==> config.mk <==
export PLATFORM = sky130hd
export DESIGN_NAME = cpx2real
export DESIGN_NICKNAME = d
export VERILOG_FILES = /design/src/rtl/cpx2real_pkg.sv /design/src/rtl/cpx2real_cpx_fifo.sv /design/src/rtl/cpx2real.sv
export SDC_FILE = /design/constraint.sdc
export NUM_CORES = 1
export LEC_CHECK = 0
export BUFFER_PORTS_ARGS = -buffer_cell sky130_fd_sc_hd__buf_2
export CAP_MARGIN = 20
export CORE_MARGIN = 2
export CORE_UTILIZATION = 40
export CTS_BUF_LIST = sky130_fd_sc_hd__clkbuf_8
export CTS_CLUSTER_SIZE = 16
export DETAILED_ROUTE_END_ITERATION = 12
export PLACE_DENSITY_LB_ADDON = 0.3
export SYNTH_ARGS = -nofsm -noshare
export SYNTH_HDL_FRONTEND = slang
export SYNTH_SLANG_ARGS = --single-unit
==> constraint.sdc <==
create_clock -name clk -period 2.4 [get_ports clk]
set_input_delay 0.6 -clock clk [delete_from_list [all_inputs] [get_ports clk]]
set_output_delay 0.6 -clock clk [all_outputs]
set_load 0.005 [all_outputs]
==> src/rtl/cpx2real_pkg.sv <==
// Shared widths, carrier phase encodings, saturation limits and the mixer/saturator
// helper for the complex-to-real up-converter.
package cpx2real_pkg;

    localparam int CPX_W  = 13;
    localparam int REAL_W = 12;

    localparam logic [1:0] PH_0 = 2'd0;
    localparam logic [1:0] PH_1 = 2'd1;
    localparam logic [1:0] PH_2 = 2'd2;
    localparam logic [1:0] PH_3 = 2'd3;

    localparam logic signed [13:0] SAT_MAX = 14'sd2047;
    localparam logic signed [13:0] SAT_MIN = -14'sd2048;

    typedef enum logic {
        ST_EMPTY  = 1'b0,
        ST_ACTIVE = 1'b1
    } state_t;

    typedef struct packed {
        logic [CPX_W-1:0] re;
        logic [CPX_W-1:0] im;
    } cpx_t;

    // fs/4 carrier: 0 -> +re, 1 -> -im, 2 -> -re, 3 -> +im, then clamp to 12 bits.
    function automatic logic [REAL_W-1:0] mix_sample(input cpx_t s, input logic [1:0] ph,
                                                    input logic offset_bin);
        logic signed [13:0] v;
        logic [REAL_W-1:0]  r;
        case (ph)
            PH_0:    v =  signed'({s.re[CPX_W-1], s.re});
            PH_1:    v = -signed'({s.im[CPX_W-1], s.im});
            PH_2:    v = -signed'({s.re[CPX_W-1], s.re});
            default: v =  signed'({s.im[CPX_W-1], s.im});
        endcase
        if (v > SAT_MAX)      r = SAT_MAX[REAL_W-1:0];
        else if (v < SAT_MIN) r = SAT_MIN[REAL_W-1:0];
        else                  r = v[REAL_W-1:0];
        if (offset_bin) r[REAL_W-1] = ~r[REAL_W-1];
        return r;
    endfunction

endpackage

==> src/rtl/cpx2real_cpx_fifo.sv <==
// Synchronous FIFO of complex samples; head is visible combinationally, a push
// into a full FIFO lands only when a pop frees a slot in the same cycle.
module cpx_fifo
    import cpx2real_pkg::*;
#(
    parameter int DEPTH = 4
) (
    input  logic clk,
    input  logic reset,
    input  logic push,
    input  logic pop,
    input  cpx_t wr_data,
    output cpx_t rd_data,
    output logic full,
    output logic empty
);

    localparam int AW = (DEPTH > 1) ? $clog2(DEPTH) : 1;

    cpx_t          mem [DEPTH];
    logic [AW-1:0] wr_ptr;
    logic [AW-1:0] rd_ptr;
    logic [AW:0]   count;
    logic          do_push;
    logic          do_pop;

    assign do_pop  = pop & ~empty;
    assign do_push = push & (~full | do_pop);

    always_ff @(posedge clk or negedge reset) begin
        if (!reset) begin
            wr_ptr <= '0;
            rd_ptr <= '0;
            count  <= '0;
        end else begin
            if (do_push) wr_ptr <= wr_ptr + 1'b1;
            if (do_pop)  rd_ptr <= rd_ptr + 1'b1;
            if (do_push && !do_pop)      count <= count + 1'b1;
            else if (!do_push && do_pop) count <= count - 1'b1;
        end
    end

    always_ff @(posedge clk) begin
        if (do_push) mem[wr_ptr] <= wr_data;
    end

    assign rd_data = mem[rd_ptr];
    assign full    = (count == (AW+1)'(DEPTH));
    assign empty   = (count == '0);

endmodule

==> src/rtl/cpx2real.sv <==
// TX up-converter: buffers complex samples, repeats each UPS times against an fs/4
// carrier and emits registered 12-bit real samples paced by dac_req.
module cpx2real
    import cpx2real_pkg::*;
#(
    parameter int UPS        = 4,
    parameter int DEPTH      = 4,
    parameter bit OFFSET_BIN = 1'b0
) (
    input  logic              clk,
    input  logic              reset,
    input  logic              data_rdy,
    input  logic [CPX_W-1:0]  re,
    input  logic [CPX_W-1:0]  im,
    input  logic              dac_req,
    input  logic              clr_flags,
    output logic [REAL_W-1:0] x_tx,
    output logic              tx_rdy,
    output logic              fifo_full,
    output logic              ovf,
    output logic              unf,
    output state_t            state_dbg
);

    localparam logic [3:0] REP_LAST = 4'(UPS - 1);

    state_t     state, state_nxt;
    cpx_t       head, cur, s1_smp;
    logic       fifo_empty;
    logic       pop, rep_clr, rep_inc, under;
    logic [3:0] rep;
    logic [1:0] phase, s1_phase;
    logic       s1_vld, s1_under;

    cpx_fifo #(.DEPTH(DEPTH)) u_fifo (
        .clk     (clk),
        .reset   (reset),
        .push    (data_rdy),
        .pop     (pop),
        .wr_data ({re, im}),
        .rd_data (head),
        .full    (fifo_full),
        .empty   (fifo_empty)
    );

    always_ff @(posedge clk or negedge reset) begin
        if (!reset) state <= ST_EMPTY;
        else        state <= state_nxt;
    end

    always_comb begin
        state_nxt = state;
        if (dac_req) begin
            if (state == ST_EMPTY && !fifo_empty)
                state_nxt = ST_ACTIVE;
            else if (state == ST_ACTIVE && rep == REP_LAST && fifo_empty)
                state_nxt = ST_EMPTY;
        end
    end

    always_comb begin
        pop     = 1'b0;
        rep_clr = 1'b0;
        rep_inc = 1'b0;
        under   = 1'b0;
        if (dac_req) begin
            if (state == ST_ACTIVE && rep != REP_LAST) begin
                rep_inc = 1'b1;
            end else if (!fifo_empty) begin
                pop     = 1'b1;
                rep_clr = 1'b1;
            end else begin
                under   = 1'b1;
            end
        end
    end

    assign state_dbg = state;

    // Stage 1: sample selection and carrier phase; the phase runs on every request.
    always_ff @(posedge clk or negedge reset) begin
        if (!reset) begin
            cur      <= '0;
            rep      <= '0;
            phase    <= PH_0;
            s1_vld   <= 1'b0;
            s1_under <= 1'b0;
            s1_smp   <= '0;
            s1_phase <= PH_0;
        end else begin
            if (pop)          cur <= head;
            if (rep_clr)      rep <= '0;
            else if (rep_inc) rep <= rep + 1'b1;
            if (dac_req)      phase <= phase + 1'b1;
            s1_vld   <= dac_req;
            s1_under <= under;
            s1_smp   <= pop ? head : cur;
            s1_phase <= phase;
        end
    end

    // Stage 2: mix, saturate and register the DAC word.
    always_ff @(posedge clk or negedge reset) begin
        if (!reset) begin
            x_tx   <= '0;
            tx_rdy <= 1'b0;
        end else begin
            tx_rdy <= s1_vld;
            if (s1_vld) x_tx <= s1_under ? '0 : mix_sample(s1_smp, s1_phase, OFFSET_BIN);
        end
    end

    // A new event wins over a simultaneous clear.
    always_ff @(posedge clk or negedge reset) begin
        if (!reset) begin
            ovf <= 1'b0;
            unf <= 1'b0;
        end else begin
            ovf <= (ovf & ~clr_flags) | (data_rdy & fifo_full & ~pop);
            unf <= (unf & ~clr_flags) | under;
        end
    end

endmodule
-- Word level (Yosys, flattened, before mapping)
Memories as Yosys holds them, arrays and structs flattened. A register that Yosys moved wholly into a read port is not among the register bits.
Cells that the tools add are included.
- output and inout port bits: 17
- memories: 1
- memory bits (writable): 104
- register bits: 33
- memory list (name ; depth ; width ; rd ports ; clocked after Yosys merged registers in ; wr ports ; RTL line ; RTL):
    u_fifo.mem ; 4 ; 26 ; 1 ; 1 ; 1 ; cpx2real_cpx_fifo.sv:20 ; cpx_t mem [DEPTH];
- add/sub/neg operators: 8
- equal/unequal tests: 5
- muxes and demuxes: 21
- bitwise gates (word level): 14
- reduce and logical (&&, ||, !) cells: 16
- order comparisons: 2
- operator list (operator ; number):
    case mux 14 bit (3 select lines) ; 1
    two-way mux 12 bit ; 3
    negator 13 -> 14 bit ; 2
    > comparator 14 x 12 -> 1 bit, second input constant ; 1
    less-than comparator 14 x 12 -> 1 bit, second input constant ; 1
    two-way mux 14 bit ; 1
    two-way mux 1 bit ; 12
    two-way mux 4 bit ; 2
    adder 2 x 1 -> 2 bit, second input constant ; 3
    AND 1 bit ; 6
    logical AND 1 bit ; 6
    two-way mux 3 bit ; 2
    nonzero test 2 bit ; 3
    inverter 1 bit ; 5
    adder 4 x 1 -> 4 bit, second input constant ; 1
    == test 4 x 2 -> 1 bit, second input constant ; 1
    zero test 1 bit ; 4
    inequality test 4 x 2 -> 1 bit, second input constant ; 1
    adder 3 x 1 -> 3 bit, second input constant ; 1
    == test 3 bit, second input constant ; 1
    zero test 3 bit ; 1
    OR 1 bit ; 3
    subtractor 3 x 1 -> 3 bit, second input constant ; 1
    == test 2 x 1 -> 1 bit, second input constant ; 1
    other kinds (3) ; 3

-- Longest topological paths before layout
Gate-level depths: netlist of run 1.
- depth in word-level cells: 11
- mapped depth: 13
- depth with buffers taken out: 11

-- By module
From an unflattened synthesis of run 1, not the netlist that was laid out.
- cell total of the unflattened synthesis: 448
- area total of the unflattened synthesis: 7115.6 µm²
- by module, submodules not included (module ; seq. area each (µm²) ; area each (µm²) ; instances ; cells an instance):
    cpx_fifo ; 3298.2 ; 4230.3 ; 1 ; 171
    cpx2real ; 1301.2 ; 2885.3 ; 1 ; 277

-- Worst setup path before layout of run 1
No wires, ideal clock.
- kind: input port to flip-flop
- from: input dac_req
- to: register u_fifo.count[1]
- stages on the path: 10
- slack: -0.365 ns
- required time: 2.275 ns
- arrival: 2.641 ns
- cell sequence: clkbuf_1 > o31ai_1 > nor2b_1 > clkbuf_1 > clkbuf_1 > inv_1 > ha_1 > inv_1 > fa_1 > mux2_2
- word-level cells in the longest chain between the ends: 7
- elaborated cells between the ends (all ways): 10
- those cells by class: mux: 2; bitwise: 3; reduce/logical: 5
- ends and longest elaborated chain (element ; RTL line ; RTL):
    from (decl) ; cpx2real.sv:15 ; input logic dac_req,
    two-way mux 1 bit (*) ; cpx2real.sv:66 ; if (dac_req) begin
    AND 1 bit (*) ; cpx2real_cpx_fifo.sv:27 ; assign do_pop = pop & ~empty;
    OR 1 bit ; cpx2real_cpx_fifo.sv:28 ; assign do_push = push & (~full | do_pop);
    AND 1 bit ; cpx2real_cpx_fifo.sv:28 ;
    zero test 1 bit ; cpx2real_cpx_fifo.sv:39 ; else if (!do_push && do_pop) count <= count - 1'b1;
    logical AND 1 bit ; cpx2real_cpx_fifo.sv:39 ;
    nonzero test 2 bit (no line) ; -- ;
    to (signal assigned) ; cpx2real_cpx_fifo.sv:38 ; if (do_push && !do_pop) count <= count + 1'b1;
    to (signal assigned) ; cpx2real_cpx_fifo.sv:39 ;
    to (decl) ; cpx2real_cpx_fifo.sv:23 ; logic [AW:0] count;
Every way passes the cells marked *; elsewhere a longest branch is shown, timed or not.
A chain may end at the register's enable or synchronous reset.

-- Worst setup path after layout of run 1
- from: register s1_smp[23] in the netlist's numbering
- to: register x_tx[0]
- word-level cells in the longest chain between the ends: 7
- elaborated cells between the ends (all ways): 8
- those cells by class: add/sub: 1; order compare: 2; mux: 5
- ends and longest elaborated chain (element ; RTL line ; RTL):
    from (decl) ; cpx2real.sv:28 ; cpx_t head, cur, s1_smp;
    from (signal assigned) ; cpx2real.sv:97 ; s1_smp <= pop ? head : cur;
    negator 13 -> 14 bit ; cpx2real_pkg.sv:34 ; PH_2: v = -signed'({s.re[CPX_W-1], s.re});
    case mux 14 bit (3 select lines) (*) ; cpx2real_pkg.sv:31 ; case (ph)
    two-way mux 14 bit (*) ; cpx2real.sv:109 ; if (s1_vld) x_tx <= s1_under ? '0 : mix_sample(s1_smp, s1_phase, OFFSET_BIN);
    less-than comparator 14 x 12 -> 1 bit ; cpx2real_pkg.sv:38 ; else if (v < SAT_MIN) r = SAT_MIN[REAL_W-1:0];
    two-way mux 12 bit ; cpx2real_pkg.sv:38 ;
    two-way mux 12 bit (*) ; cpx2real_pkg.sv:37 ; if (v > SAT_MAX) r = SAT_MAX[REAL_W-1:0];
    two-way mux 12 bit (*) ; cpx2real.sv:109 ;
    to (signal assigned) ; cpx2real.sv:109 ;
    to (decl) ; cpx2real.sv:17 ; output logic [REAL_W-1:0] x_tx,
Every way passes the cells marked *; elsewhere a longest branch is shown, timed or not. The select of a mux whose other input is x is not followed.

==> results of run 1 <==
[logic make-up after synthesis]
group | Yosys count
xor+xnor | 8
compound gates | 79
fa+ha+maj | 9
buf+inv | 42
mux | 57
flops | 163
simple gates | 97
[metal layers]
metal / vias to the layer above / global-route usage
li1: 1946 / -
met1: 2140 / 0.210
met2: 112 / 0.270
met3: 18 / 0.0364
met4: 0 / 0.0607
met5: - / 0
[state kept, by name (all words and copies together) (netlist names), 2 cells and up]
register,flops
u_fifo.mem,104
x_tx,12
s1_smp,26
u_fifo.rd_ptr,2
phase,2
rep,4
u_fifo.wr_ptr,2
s1_phase,2
u_fifo.count,3
[power groups by stage]
| stage | sequential [mW] | combinational, mW | clock [mW] |
|---|---|---|---|
| global placement | 4.45 | 3.93 | 0 |
| global route | 4.57 | 4.83 | 1.95 |
| finish | 4.47 | 4.42 | 1.78 |
| detailed placement | 4.50 | 4.03 | 0 |
| CTS | 4.45 | 4.07 | 1.84 |
| floorplan | 4.28 | 2.87 | 0 |
[cells in the final DEF, fill, tap and decap left out, drive strengths merged, types with 3 or more instances in the layout]
cell type / instances
o311a: 4
clkbuf: 17
nor3: 6
o211ai: 3
and2: 4
nor2: 12
ha: 8
or4: 4
or3: 6
nor2b: 3
nand4: 4
nor4: 6
mux4: 33
xnor2: 4
dfrtp: 59
a211o: 9
nand2b: 4
a21oi: 12
clkinv: 5
clkinvlp: 5
nand3: 9
o21ai: 22
nand2: 26
mux2: 23
buf: 89
edfxtp: 104
o31ai: 9
inv: 18
xor2: 4
nor3b: 5
[final cells by class]
class / instances / area (sq um) / share of cell area
flip-flops and latches: 163 / 4600 / 0.545
repair buffers: 89 / 642 / 0.0760
clock inverters: 15 / 119 / 0.0141
multi-input cells: 250 / 2510 / 0.297
clock buffers: 17 / 234 / 0.0277
inverters: 14 / 52.6 / 0.00622
well taps: 225 / 282 / 0.0333
[final timing paths]
check	startpoint	end	slack, ns	cells past startpoint
min reg2reg	phase[1]	s1_phase[1]	0.42	0
min	reset	s1_smp[10]	0.15	1
min in group clk	im[5]	u_fifo.mem[0][5]	0.36	1
max in group asynchronous	reset	rep[0]	1.64	2
max	s1_smp[23]	x_tx[0]	0.09	6
max reg2reg	s1_smp[23]	x_tx[0]	0.09	6
[metrics by stage]
stage | power (mW) | hold WS (ns)
3_5_place_dp | 8.53 | 0.388
6_report | 10.7 | 0.148
4_1_cts | 10.4 | 0.148
5_1_grt | 11.4 | 0.178
2_1_floorplan | 7.15 | 0.304
3_3_place_gp | 8.38 | 0.386
[what timing repair did]
action | 4_1_cts | 5_1_grt
pin swaps | 1 | 10
hold buffers | 0 | 0
setup endpoints to repair | 6 | 13
resized for setup | 3 | 33
setup buffers | 0 | 10
==> impl_metrics.json, run 1 <==
{
  "status": "completed",
  "pwr-share-clk": 0.167,
  "placed_cells": 731,
  "leakage_nw": 3.12,
  "intPower_mw": 6.90,
  "postSynthCellCount": 455,
  "dr.pass1.iters": 5,
  "synth_simple_gate_area_frac": 0.0774,
  "final_hold_viol_count": 0,
  "synth-edff-count": 104,
  "relSlewSlack": 0.545,
  "cp_num_buf_inv": 0,
  "avgSynthCellArea_sq_um": 15.7,
  "ys_seq_area_frac": 0.643,
  "cts.root.buffer_cell": "clkbuf_8",
  "syn-cell-area_sq_mm": 0.00716,
  "place_ws_ns": -0.00514,
  "synth_top_family_by_area": "multiplexers",
  "diodes": 0,
  "vias_per_cell": 5.45,
  "ir_worst_vdd_mv": 0.518,
  "cts_buffer_depth": 2,
  "critical_path.cell_chain": "or4_4, a221oi_4, nand3_4, o2111ai_4, nand2_2, a221o_1",
  "stdcell_count": 773,
  "fillers": 1505,
  "clock_skew_ns": 0.00591,
  "combPwrFrac": 0.414,
  "synthArstFlopShare": 0.362,
  "yosysWarningCount": 0,
  "synth_top_area_frac": 0.436,
  "period_share": 0.962,
  "routed.top_layer": "met4",
  "wl_per_cell_microns": 18.6,
  "clk_latency_ns": 0.45,
  "timing.max_cap.violations": 0,
  "ant_nets": 0,
  "synth_area_leaders": "edfxtp_1, dfrtp_1, mux4_2, mux2_2, ha_1",
  "die_h_microns": 138,
  "path_class": "flip-flop to flip-flop",
  "rsz0062_at_grt": "yes",
  "numClockSinks": 163,
  "cp_slowest_stage_delay_ns": 0.59,
  "drc": 0,
  "wl_met2_microns": 7120,
  "synth_cell_types": 64,
  "worstPathArrival_ns": 2.65,
  "finalSetupViolCount": 0,
  "vias": 4216,
  "finalSetupTns_ns": 0,
  "syn2layout_area_growth_pct": 18.0,
  "die_w_microns": 138,
  "grt-ovfl-total": 0,
  "design_area_sq_mm": 0.00845,
  "synth_common_cells": "edfxtp_1, dfrtp_1, mux4_2",
  "grt_pass1_vias": 4313,
  "p_seq_frac": 0.419,
  "io_pins": 48,
  "route.met3.wl_microns": 613,
  "synth_compound_area_frac": 0.0837,
  "endpoint_kind": "flip-flop",
  "ys_ff_latch": 163,
  "detailed_place_hpwl_microns": 9790,
  "gp_congestion": 0.861,
  "hp-class": "input port to asynchronous set/reset pin",
  "initial_utilization": 0.411,
  "setup_slack_ns": 0.0923,
  "drive_above_1_share": 0.411,
  "syn_nets": 495,
  "cts_tree": "yes",
  "num_rows": 48,
  "yosysMostFrequentCell": "edfxtp_1",
  "synth.area.mux_share": 0.141,
  "synth_top_area_cell": "edfxtp_1",
  "die_area_sq_mm": 0.0190,
  "core_sq_mm": 0.0174,
  "drt_wl_total_microns": 14400,
  "antenna_found_initial": 0,
  "drt_iter0_markers": 365,
  "start_kind": "flip-flop",
  "p_sw_mw": 3.77,
  "grt_pass1_wl_microns": 23100,
  "grt_usage": 0.163,
  "cp_slowest_cell": "or4_4",
  "path_delay_family": "compound AO/OA/AOI/OAI gates",
  "fin_crit_ns": 2.31,
  "synthAdderAreaFrac": 0.0168,
  "grt_max_degree": 45,
  "final_core_util": 0.485,
  "worst_slew_pin_slew_ns": 0.674,
  "swShare": 0.353,
  "synth_xor_area_frac": 0.00979,
  "dpl_cell_area_sq_mm": 0.00787,
  "maxSlewViolCount": 0,
  "nets": 575,
  "h-tree-depth": 4,
  "synth_ff_type": "edfxtp_1",
  "critPathMaxFanout": 8,
  "wl_met1_microns": 6390,
  "worstPathRequired_ns": 2.74,
  "fmax_ghz": 0.433,
  "io_buffer_count": 47,
  "numCtsBuffers": 17,
  "path_clk_slew_ns": 0.08,
  "pwr_density_cell_mw_per_mm2": 1260
}
Note: power is estimated with default switching activity, not from simulation.
==> run 2: changes to the inputs <==
--- a/config.mk
+++ b/config.mk
@@ -8,7 +8,7 @@
 export BUFFER_PORTS_ARGS = -buffer_cell sky130_fd_sc_hd__buf_2
 export CAP_MARGIN = 20
 export CORE_MARGIN = 2
-export CORE_UTILIZATION = 40
+export CORE_UTILIZATION = 50
 export CTS_BUF_LIST = sky130_fd_sc_hd__clkbuf_8
 export CTS_CLUSTER_SIZE = 16
 export DETAILED_ROUTE_END_ITERATION = 12
==> run 2 against run 1 <==
  * Sequential power is 2% lower
  * Routed wire length is 5.9% lower
  * Setup slack worse by 0.021 ns
  * Fmax is 0.91% lower
  * Critical path type unchanged
  * Critical endpoint is now x_tx[2]
  * Largest cell class unchanged
==> impl_metrics.json, run 2 (synthesis gave the netlist of run 1 again) <==
{
  "wl_per_cell_microns": 18.8,
  "initial_utilization": 0.514,
  "core_sq_mm": 0.0139,
  "setup_slack_ns": 0.0711,
  "numCtsBuffers": 17,
  "io_pins": 48,
  "detailed_place_hpwl_microns": 8910,
  "syn2layout_area_growth_pct": 15.4,
  "io_buffer_count": 47,
  "diodes": 0,
  "worstPathArrival_ns": 2.73,
  "vias": 4134,
  "reg2reg_from": "s1_smp[16]",
  "clock_skew_ns": 0.0117,
  "drt_wl_total_microns": 13500,
  "fin_crit_ns": 2.33,
  "vias_per_cell": 5.73,
  "startpoint": "s1_smp[16]",
  "place_ws_ns": -0.147,
  "endpoint_kind": "flip-flop",
  "cts.root.buffer_cell": "clkbuf_8",
  "cts_tree": "yes",
  "reg_top3": "u_fifo.mem x104, s1_smp x26, x_tx x12",
  "ir_worst_vdd_mv": 0.633,
  "drc": 0,
  "layout_commonest_cell": "edfxtp_1",
  "ctsHoldBuffers": 0,
  "fmax_ghz": 0.429,
  "die_w_microns": 124,
  "grt_max_degree": 37,
  "critPathMaxFanout": 8,
  "status": "completed",
  "largest_reg_flops": 104,
  "fillers": 1105,
  "worstPathRequired_ns": 2.81,
  "crit_end": "x_tx[2]",
  "pwr_density_cell_mw_per_mm2": 1260,
  "r2r_cells": 6,
  "whs_ns": 0.131,
  "dpl_cell_area_sq_mm": 0.00777,
  "grt_usage": 0.197,
  "path_class": "flip-flop to flip-flop",
  "drt_iter0_markers": 224,
  "maxSlewViolCount": 0,
  "gp_congestion": 0.886,
  "largest-register": "u_fifo.mem",
  "path_clk_slew_ns": 0.09,
  "die_area_sq_mm": 0.0153,
  "antenna_found_initial": 0,
  "timing.max_cap.violations": 0,
  "start_kind": "flip-flop",
  "final_cell_mix": "edfxtp_1, dfrtp_1, buf_2",
  "grt_pass1_wl_microns": 22100,
  "dr.pass1.iters": 4,
  "period_share": 0.970,
  "drive_above_1_share": 0.394,
  "ant_nets": 0,
  "critical_path.cell_chain": "or4_4, o311a_2, o221ai_2, o2111ai_4, a21oi_1, a211o_1",
  "hp-class": "input port to asynchronous set/reset pin",
  "final_hold_viol_count": 0,
  "grt_pass1_vias": 4257,
  "final_core_util": 0.593,
  "numClockSinks": 163,
  "cts_buffer_depth": 2,
  "rrSetupSlack_ns": 0.07,
  "die_h_microns": 124,
  "design_area_sq_mm": 0.00826,
  "num_rows": 43,
  "leakage_nw": 3.10,
  "finalPower_mw": 10.4,
  "cp_slowest_stage_delay_ns": 0.58,
  "cp_slowest_cell": "or4_4",
  "clk_latency_ns": 0.46,
  "relSlewSlack": 0.588,
  "finalSetupViolCount": 0,
  "worst_slew_pin_slew_ns": 0.612,
  "h-tree-depth": 4,
  "nets": 568,
  "worstReg2RegEnd": "x_tx[2]",
  "grt-ovfl-total": 0,
  "rsz0062_at_grt": "yes"
}
[run 2: how the worst min path moves through the flow]
stage                     startpoint           to  slack [ns]  cells past startpoint
final                          reset   s1_smp[11]        0.13                      1
after global routing           reset   s1_smp[11]        0.16                      1
after CTS                      reset   s1_smp[11]        0.13                      1
after detailed placement    phase[1]  s1_phase[1]        0.38                      0
after global placement      phase[1]  s1_phase[1]        0.38                      0
after floorplan                reset          ovf        0.30                      0
[run 2: where the power goes]
part | internal (mW) | switching, mW | leakage (nW)
logic | 2.08 | 2.04 | 1.24
registers | 3.84 | 0.563 | 1.67
clock network | 0.767 | 1.09 | 0.191
[run 2: per-layer routing]
metal / routed length (microns) / GRT usage
met4: 306 / 0.0781
met3: 529 / 0.0440
met2: 6610 / 0.314
met1: 6080 / 0.264
met5: 0 / 0
[run 2: metrics by stage]
stage / cells / TNS [ns]
global route: 721 / -0.172
finish: 721 / 0
global placement: 681 / 0
detailed placement: 681 / -0.258
floorplan: 455 / -0.0758
CTS: 713 / -0.0611
[run 2: final cells by class]
class,count,area (sq um),area share
clock inverters,15,136,0.0165
well taps,180,225,0.0273
repair buffers,82,586,0.0709
flip-flops and latches,163,4600,0.557
inverters,14,52.6,0.00636
clock buffers,17,234,0.0283
multi-input cells,250,2430,0.294
[run 2: timing repair]
item,in CTS,in global routing
hold endpoints to repair,0,0
endpoints found under the setup margin,4,13
gates resized for setup,3,18
pin swaps,1,7
buffers inserted,0,8
[run 2: critical path: cells and delay by family, from the launching register on]
| kind | cells | cell delay [ns] |
|---|---|---|
| AOI/OAI and AO/OA | 5 | 1.24 |
| and+or+nand+nor | 1 | 0.58 |
| DFF | 1 | 0.45 |
==> run 3: changes to the inputs <==
--- a/config.mk
+++ b/config.mk
@@ -12,7 +12,8 @@
 export CTS_BUF_LIST = sky130_fd_sc_hd__clkbuf_8
 export CTS_CLUSTER_SIZE = 16
 export DETAILED_ROUTE_END_ITERATION = 12
-export PLACE_DENSITY_LB_ADDON = 0.3
+export HOLD_SLACK_MARGIN = 0.06
+export PLACE_DENSITY = 0.69
 export SYNTH_ARGS = -nofsm -noshare
 export SYNTH_HDL_FRONTEND = slang
 export SYNTH_SLANG_ARGS = --single-unit
==> constraint.sdc (replaced) <==
create_clock -name clk -period 2.6 [get_ports clk]
set_input_delay 0.65 -clock clk [delete_from_list [all_inputs] [get_ports clk]]
set_output_delay 0.65 -clock clk [all_outputs]
set_load 0.005 [all_outputs]
==> run 3 against run 2 <==
  * Global-route usage fell by 0.38 points
  * Sequential power fell by 6.8%
  * Critical path depth rose by 1
  * Sequential cell count did not move
  * First-iteration DRC count rose by 46%
  * Combinational power fell by 13%
==> impl_metrics.json, run 3 (synthesis gave the netlist of run 1 again) <==
{
  "status": "completed",
  "worst_slew_pin_slew_ns": 0.741,
  "die_h_microns": 124,
  "maxSlewViolCount": 0,
  "io_buffer_count": 47,
  "timing.max_cap.violations": 0,
  "grt_pass1_vias": 4076,
  "critPathMaxFanout": 7,
  "worstPathArrival_ns": 2.90,
  "fillers": 1084,
  "cts_tree": "yes",
  "path_clk_slew_ns": 0.09,
  "whs_ns": 0.354,
  "post_cts_buffers": 0,
  "path_class": "flip-flop to flip-flop",
  "die_w_microns": 124,
  "reg2reg_from": "s1_smp[3]",
  "stdcell_count": 705,
  "wl_per_cell_microns": 19.0,
  "grt-ovfl-total": 0,
  "numClockSinks": 163,
  "numCtsBuffers": 17,
  "initial_utilization": 0.514,
  "leakage_nw": 3.02,
  "r2r_cells": 7,
  "relSlewSlack": 0.506,
  "cts_buffer_depth": 2,
  "drt_iter0_markers": 327,
  "routed.top_layer": "met4",
  "final_hold_viol_count": 0,
  "hp-class": "input port to asynchronous set/reset pin",
  "h-tree-depth": 4,
  "layout_commonest_cell": "edfxtp_1",
  "reg_top3": "u_fifo.mem x104, s1_smp x26, x_tx x12",
  "largest-register": "u_fifo.mem",
  "finalSetupViolCount": 0,
  "detailed_place_hpwl_microns": 8650,
  "route.met3.wl_microns": 774,
  "wl_met1_microns": 5720,
  "pwr_density_cell_mw_per_mm2": 1170,
  "cts.root.buffer_cell": "clkbuf_8",
  "core_sq_mm": 0.0139,
  "diodes": 0,
  "wl_met2_microns": 6760,
  "grt_max_degree": 60,
  "final_core_util": 0.580,
  "worstPathRequired_ns": 2.98,
  "vias_per_cell": 5.85,
  "vias": 4127,
  "ir_worst_vdd_mv": 0.458,
  "startpoint": "s1_smp[3]",
  "dr.pass1.iters": 5,
  "clock_skew_ns": 0.0176,
  "antenna_found_initial": 0,
  "rsz0062_at_grt": "no",
  "finalSetupTns_ns": 0,
  "largest_reg_flops": 104,
  "clk_latency_ns": 0.46,
  "drc": 0,
  "placed_cells": 673,
  "ant_nets": 0,
  "grt_pass1_wl_microns": 21400,
  "syn2layout_area_growth_pct": 13.0,
  "final_cell_mix": "edfxtp_1, dfrtp_1, buf_2",
  "drt_wl_total_microns": 13400,
  "drive_above_1_share": 0.337,
  "grt_usage": 0.193,
  "endpoint_kind": "flip-flop",
  "fmax_ghz": 0.396,
  "die_area_sq_mm": 0.0153,
  "ctsHoldBuffers": 0,
  "period_share": 0.971,
  "num_rows": 43,
  "fin_crit_ns": 2.53,
  "io_pins": 48,
  "nets": 552,
  "start_kind": "flip-flop",
  "gp_congestion": 0.911
}
run 3: cell count changes in the layout (fill, tap and decap cells not counted), moves of 4 or more:
cell and delta:
buf_4 -15, inv_6 -7, inv_1 +6, ha_1 +4, ha_2 -4
run 3: final cells by class:
type	instances	area, sq um	area share
sequential	163	4600	0.569
timing repair buffer	66	453	0.0560
tap	180	225	0.0279
clock inverter	15	144	0.0178
clock buffer	17	234	0.0289
inverter	14	52.6	0.00650
multi-input combinational	250	2380	0.294
run 3: per-layer routing:
layer,GRT usage,up-vias
li1,-,1900
met1,0.255,2092
met2,0.312,124
met3,0.0568,11
met4,0.0582,0
met5,0,-
run 3: worst max-delay path, stage by stage, from the launching register on:
cell and delay (ns):
dfrtp_1 0.46, nor4_1 0.61, buf_4 0.24, nand2_1 0.10, a311oi_1 0.30, a21oi_1 0.07, a211oi_1 0.43, a221o_1 0.23
run 3: where the power goes:
| group | switching [mW] | internal [mW] | total [mW] |
|---|---|---|---|
| logic | 1.82 | 1.76 | 3.58 |
| clock network | 0.902 | 0.845 | 1.75 |
| registers | 0.558 | 3.54 | 4.10 |
| total | 3.28 | 6.15 | 9.43 |
run 3: final timing paths:
| kind | end | slack [ns] |
|---|---|---|
| worst max-delay path | x_tx[7] | 0.07 |
| worst min-delay path | s1_smp[3] | 0.35 |
| worst max register to register | x_tx[7] | 0.07 |
| worst min register to register | s1_phase[1] | 0.41 |
| max in group asynchronous | u_fifo.rd_ptr[0] | 1.73 |
| min in group clk | u_fifo.mem[0][23] | 0.40 |
run 3: through the flow:
step | total power, mW | cell area, sq um | setup slack [ns]
4_1_cts | 9.48 | 8080 | 0.0316
3_5_place_dp | 7.70 | 7690 | 0.0131
2_1_floorplan | 6.59 | 7160 | 0.0719
3_3_place_gp | 7.57 | 7690 | 0.119
5_1_grt | 10.0 | 8090 | 0.00322
6_report | 9.43 | 8090 | 0.0749
run 3: repair_timing:
action,4_1_cts,5_1_grt
resized for setup,1,4
pin swaps,0,2
endpoints found under the setup margin,1,13
gates cloned,0,0
